File: src/rtl/vedic_mul_pipe.sv
// Four-stage pipelined WIDTH x WIDTH Urdhva (quadrant) multiplier with valid/ready, signed mode and tag.
// Optional completed-operation counter on op_count is built when VEDIC_MUL_CNT_EN is defined.
module vedic_mul_pipe #(
  parameter int WIDTH = 32,
  parameter int TAG_W = 4
) (
  input  logic               clk,
  input  logic               reset,
  input  logic               in_valid,
  output logic               in_ready,
  input  logic [WIDTH-1:0]   a,
  input  logic [WIDTH-1:0]   b,
  input  logic               is_signed,
  input  logic [TAG_W-1:0]   in_tag,
  output logic               out_valid,
  input  logic               out_ready,
  output logic [2*WIDTH-1:0] result,
  output logic [TAG_W-1:0]   out_tag
`ifdef VEDIC_MUL_CNT_EN
  ,
  output logic [31:0]        op_count
`endif
);

  localparam int W = WIDTH;
  localparam int H = WIDTH / 2;

  // Two's-complement fix-up of the unsigned high half, taken mod 2^W.
  function automatic logic [W-1:0] sign_corr(input logic [W-1:0] x, input logic [W-1:0] y,
                                             input logic s);
    logic [W-1:0] cx;
    logic [W-1:0] cy;
    cx = (s & x[W-1]) ? y : '0;
    cy = (s & y[W-1]) ? x : '0;
    return cx + cy;
  endfunction

  logic stall;
  logic vld_p1_q, vld_p2_q, vld_p3_q, vld_p4_q;

  logic [W-1:0]     ll_p1_q, lh_p1_q, hl_p1_q, hh_p1_q;
  logic [W-1:0]     a_p1_q, b_p1_q;
  logic             sgn_p1_q;
  logic [TAG_W-1:0] tag_p1_q;

  logic [W:0]       mid_p2_q;
  logic [W-1:0]     ll_p2_q, hh_p2_q, a_p2_q, b_p2_q;
  logic             sgn_p2_q;
  logic [TAG_W-1:0] tag_p2_q;

  logic [W+1:0]     mid2_p3_q;
  logic [H-1:0]     lll_p3_q;
  logic [W-1:0]     hh_p3_q, a_p3_q, b_p3_q;
  logic             sgn_p3_q;
  logic [TAG_W-1:0] tag_p3_q;

  logic [W-1:0]     ll_p1_d, lh_p1_d, hl_p1_d, hh_p1_d;
  logic [W:0]       mid_p2_d;
  logic [W+1:0]     mid2_p3_d;
  logic [W-1:0]     hi_p4_d;
  logic [2*W-1:0]   result_p4_d;
  logic [2*W-1:0]   result_q;
  logic [TAG_W-1:0] tag_p4_q;

  assign stall     = vld_p4_q & ~out_ready;
  assign in_ready  = ~stall;
  assign out_valid = vld_p4_q;
  assign result    = result_q;
  assign out_tag   = tag_p4_q;

  // Stage 1: four HxH partial products
  assign ll_p1_d = W'(a[H-1:0]) * W'(b[H-1:0]);
  assign lh_p1_d = W'(a[H-1:0]) * W'(b[W-1:H]);
  assign hl_p1_d = W'(a[W-1:H]) * W'(b[H-1:0]);
  assign hh_p1_d = W'(a[W-1:H]) * W'(b[W-1:H]);

  // Stage 2: cross-term sum
  assign mid_p2_d = {1'b0, lh_p1_q} + {1'b0, hl_p1_q};

  // Stage 3: fold the carry half of ll into the middle sum
  assign mid2_p3_d = {1'b0, mid_p2_q} + (W+2)'(ll_p2_q[W-1:H]);

  // Stage 4: high word with signed correction, output assembly
  assign hi_p4_d     = hh_p3_q + W'(mid2_p3_q[W+1:H]) - sign_corr(a_p3_q, b_p3_q, sgn_p3_q);
  assign result_p4_d = {hi_p4_d, mid2_p3_q[H-1:0], lll_p3_q};

  always_ff @(posedge clk or negedge reset) begin
    if (!reset) begin
      vld_p1_q <= 1'b0;
      vld_p2_q <= 1'b0;
      vld_p3_q <= 1'b0;
      vld_p4_q <= 1'b0;
      result_q <= '0;
      tag_p4_q <= '0;
    end else if (!stall) begin
      vld_p1_q <= in_valid;
      vld_p2_q <= vld_p1_q;
      vld_p3_q <= vld_p2_q;
      vld_p4_q <= vld_p3_q;
      result_q <= result_p4_d;
      tag_p4_q <= tag_p3_q;
    end
  end

  // Intermediate datapath carries no reset; validity is tracked by vld_pN alone.
  always_ff @(posedge clk) begin
    if (!stall) begin
      ll_p1_q   <= ll_p1_d;
      lh_p1_q   <= lh_p1_d;
      hl_p1_q   <= hl_p1_d;
      hh_p1_q   <= hh_p1_d;
      a_p1_q    <= a;
      b_p1_q    <= b;
      sgn_p1_q  <= is_signed;
      tag_p1_q  <= in_tag;

      mid_p2_q  <= mid_p2_d;
      ll_p2_q   <= ll_p1_q;
      hh_p2_q   <= hh_p1_q;
      a_p2_q    <= a_p1_q;
      b_p2_q    <= b_p1_q;
      sgn_p2_q  <= sgn_p1_q;
      tag_p2_q  <= tag_p1_q;

      mid2_p3_q <= mid2_p3_d;
      lll_p3_q  <= ll_p2_q[H-1:0];
      hh_p3_q   <= hh_p2_q;
      a_p3_q    <= a_p2_q;
      b_p3_q    <= b_p2_q;
      sgn_p3_q  <= sgn_p2_q;
      tag_p3_q  <= tag_p2_q;
    end
  end

`ifdef VEDIC_MUL_CNT_EN
  logic [31:0] cnt_q;
  logic [31:0] cnt_d;

  assign cnt_d    = cnt_q + 32'd1;
  assign op_count = cnt_q;

  always_ff @(posedge clk or negedge reset) begin
    if (!reset) begin
      cnt_q <= '0;
    end else if (vld_p4_q && out_ready) begin
      cnt_q <= cnt_d;
    end
  end
`endif

endmodule

File: config.mk
export PLATFORM = sky130hd
export DESIGN_NAME = vedic_mul_pipe
export DESIGN_NICKNAME = d
export VERILOG_FILES = /design/src/rtl/vedic_mul_pipe.sv
export SDC_FILE = /design/constraint.sdc
export NUM_CORES = 2
export LEC_CHECK = 0
export CORE_AREA = 2 2 354 321
export CTS_CLUSTER_DIAMETER = 50
export DETAILED_ROUTE_END_ITERATION = 16
export DIE_AREA = 0 0 356 323
export HOLD_SLACK_MARGIN = 0.02
export PLACE_DENSITY = 0.77
export SYNTH_ARGS = -nofsm -noshare
export SYNTH_HDL_FRONTEND = slang
export SYNTH_SLANG_ARGS = --single-unit
File: constraint.sdc
create_clock -name clk -period 35.6 [get_ports clk]
set_input_delay 7.12 -clock clk [delete_from_list [all_inputs] [get_ports clk]]
set_output_delay 7.12 -clock clk [all_outputs]
set_load 0.005 [all_outputs]
==> results.md <==
- The critical path ends at in_ready.
- The remaining antenna violation count after routing is 0.
- For this run, design rule violations remaining after detail routing come to 0.
- The aggregate routed wire length is 137 mm.
- The number of buffers created by CTS is 73.
- Summed over all failing endpoints, the final setup total negative slack is 0 ns.
- The total congestion overflow is 0.
- The worst endpoint data arrival time is 8.98 ns.
- The flow ran to the end, and the final reports show no timing, DRC or antenna violations.
- In the synthesized netlist the dominant register cell turns out to be edfxtp_1.
- CTS saw 586 sinks.
- The via count of the first global-routing pass was 41.1k.
- At the placement stage, the worst setup path has a slack of 19.49 ns.
- The final number of hold-violating endpoints is 0.
- The startpoint of the worst setup timing path is out_ready.
- At the end of routability-driven placement, the weighted congestion stood at 0.925.
- The category of the worst setup path capture point is an output pin.
- For this run, the top clock speed supported by timing is 62.1 MHz.
- The top cell types in the final layout, fill and taps aside, are inv_1 (953), fa_1 (827), nand2_1 (815).
- In this run the standard cell core region covers 0.112 mm².
- The setup violation total in the final timing report is 0.
- Once the floorplan was initialized, standard cells occupied 51.4% of the core.
- The H-tree generated during clock tree synthesis spans 3 levels.
- STA puts the critical path data required time at 28.48 ns.
- Counting flops with a built-in enable in the synthesized netlist gives 514.
- The die covers 0.115 mm².
- The latest clock arrival within the worst-skew pair is 0.65 ns.
- Global routing used 24.6% of the available tracks.
- The library cell used most frequently in the layout, excluding fill and tap cells, is inv_1.
- The critical path is of the primary input to output pin type.
- The final net count is 6,903.
- TritonCTS built the clock tree.
- The floorplan step set the die height to 323 µm.
- The floorplan step set the die width to 356 µm.
- The number of antenna violations at the first check in global routing is 6.
- The transition at the pin with the smallest max-transition slack is 1.02 ns.
- The mean post-synth cell area is 10.6 µm².
- The clock-pin slew on the worst setup and hold paths is 0.06 ns.
- The reg-to-reg startpoint is sgn_p3_q.
- The count of cells resized by post-cts repair is 0.
- The layout-stage area growth over the synthesis result is 9.31%.
- The path class of the tightest hold or removal check is flop to flop.
- Using the TritonRoute via totals, the vias-per-cell ratio works out to 5.53.
- Buffers added to address setup during post-CTS repair amount to 0.
- The boundary pin count is 143.
- The floorplan has 117 rows.
- The wire length per cell is 19.5 µm.
- The number of cells on the worst reg-to-reg path is 19.
- In this run the register-to-register setup slack is 30.72 ns.
- The number of warnings reported in the yosys synthesis log is 0.
- The maximum clock skew at final layout is 0.0365 ns.
- The number of nets handed over by synthesis was 6,847.
- Entering global routing, the biggest net connects 194 pins.
- After technology mapping, the gate count stands at 5,438.
- The post-route netlist has 3.96% of its cells at a drive strength greater than 1.
- The number of buffers added on ports is 142.
- The worst-case setup margin in the final layout is 19.50 ns.
- The sequential cell area fraction in the yosys report is 30.0%.
- Dividing the final minimum period by the clock period gives 45.2%.
- The number of pins exceeding their max-slew limit in the final report is 0.
- STA classifies the critical path startpoint as a primary input.
- The clock root buffer is clkbuf_16.
- Setup repair after global routing left no endpoint under its margin.
- The detailed router finished its first iteration with 3,097 violations.
- The detailed-routing iteration count for the pre-antenna-repair pass is 5.
- The first global-routing pass estimated 221 mm of wire.
- The final critical-path required period is 16.10 ns.
- Counting distinct cell types in the post-synthesis netlist gives 76.
- In the synthesized netlist the async set-or-reset flop fraction comes to 12.3%.
- In this run, post-CTS hold repair placed 0 buffers.
- The sum of net half-perimeters after detailed placement is 97.5 mm.
- Headroom to the max-slew limit came out at 32.1%.
- The clock passes through at most 3 buffers.
- The destination of the worst register-to-register timing path is result[58].
- Across the run, the number of max-cap violations was 0.
- The maximum net fanout on the critical path is 96.
- The synthesized netlist occupies a cell area of 0.0575 mm².
- The number of storage elements in the synthesis netlist is 586.
- Summing over every cut layer, the via total after detailed routing is 39.0k.
-- through the flow --
step / std cells / instance area, µm² / hold WS, ns / util (%)
floorplan: 5438 / 57500 / 0.400 / -
global placement: 6906 / 60500 / 0.400 / 54.1
detailed placement: 6906 / 60500 / 0.405 / 54.1
CTS: 7041 / 62900 / 0.396 / 56.2
global route: 7042 / 62900 / 0.408 / 56.2
finish: 7042 / 62900 / 0.405 / 56.2
-- cells in the mapped netlist, types with 25 or more instances --
library cell | count | area [µm²]
edfxtp_1 | 514 | 15400
fa_1 | 827 | 16600
a21o_1 | 108 | 811
ha_1 | 509 | 6370
and2_1 | 490 | 3070
xor2_1 | 56 | 490
nor3_1 | 25 | 125
a21oi_1 | 167 | 836
and3_1 | 26 | 163
nand2_1 | 815 | 3060
nor2_1 | 108 | 405
nand3_1 | 42 | 210
xnor2_1 | 132 | 1160
inv_1 | 953 | 3580
clkbuf_1 | 226 | 848
dfrtp_1 | 72 | 1800
o21ai_0 | 58 | 290
-- state kept, by name, indices dropped and copies added (netlist names), 4 cells and up --
| register | flops |
|---|---|
| lh_p1_q | 32 |
| tag_p1_q | 4 |
| b_p1_q | 32 |
| mid_p2_q | 33 |
| tag_p2_q | 4 |
| tag_p3_q | 4 |
| a_p1_q | 32 |
| result | 64 |
| a_p3_q | 32 |
| lll_p3_q | 16 |
| hh_p1_q | 32 |
| hh_p2_q | 32 |
| ll_p1_q | 32 |
| mid2_p3_q | 34 |
| b_p3_q | 32 |
| a_p2_q | 32 |
| ll_p2_q | 32 |
| hh_p3_q | 32 |
| b_p2_q | 32 |
| hl_p1_q | 32 |
| out_tag | 4 |
-- worst max-delay path: stages --
cell and delay, ns:
clkdlybuf4s50_1 0.50, nor2b_4 0.07, inv_8 0.39, clkdlybuf4s50_1 0.67
-- how the worst min path moves through the flow --
stage	from	end	slack, ns	cells after the start
after floorplan	a_p1_q[0]	a_p2_q[0]	0.40	0
after global placement	hh_p2_q[11]	hh_p3_q[11]	0.40	0
after detailed placement	a_p2_q[0]	a_p3_q[0]	0.40	0
after CTS	hh_p2_q[27]	hh_p3_q[27]	0.40	0
after global routing	ll_p2_q[14]	lll_p3_q[14]	0.41	0
final	b_p1_q[8]	b_p2_q[8]	0.40	0
-- per-layer routing --
layer / track usage (%) / part of all wire [%]
met2: 40.6 / 47
met3: 4.85 / 9.6
met5: 0 / 0.0051
met4: 9.54 / 4.0
met1: 32.2 / 39
-- kinds of logic after synthesis --
family	Yosys count	synth area share, %
fa+ha+maj	1336	39.9
simple gates	1613	13.5
mux	4	0.0718
compound gates	526	6.04
flops	586	30.0
buf+inv	1185	7.73
xor+xnor	188	2.86
-- area by class of cell --
type | count | area, µm²
Tap cell | 1487 | 1860
Multi-Input combinational cell | 3667 | 35800
Antenna cell | 1 | 2.50
Clock buffer | 88 | 1900
Timing Repair Buffer | 211 | 1930
Sequential cell | 586 | 17200
Clock inverter | 47 | 513
Inverter | 955 | 3590
Fill cell | 9133 | 49000
Power is not shown: default switching activity piles up to over one toggle a cycle in this logic, so the estimate is an artifact.
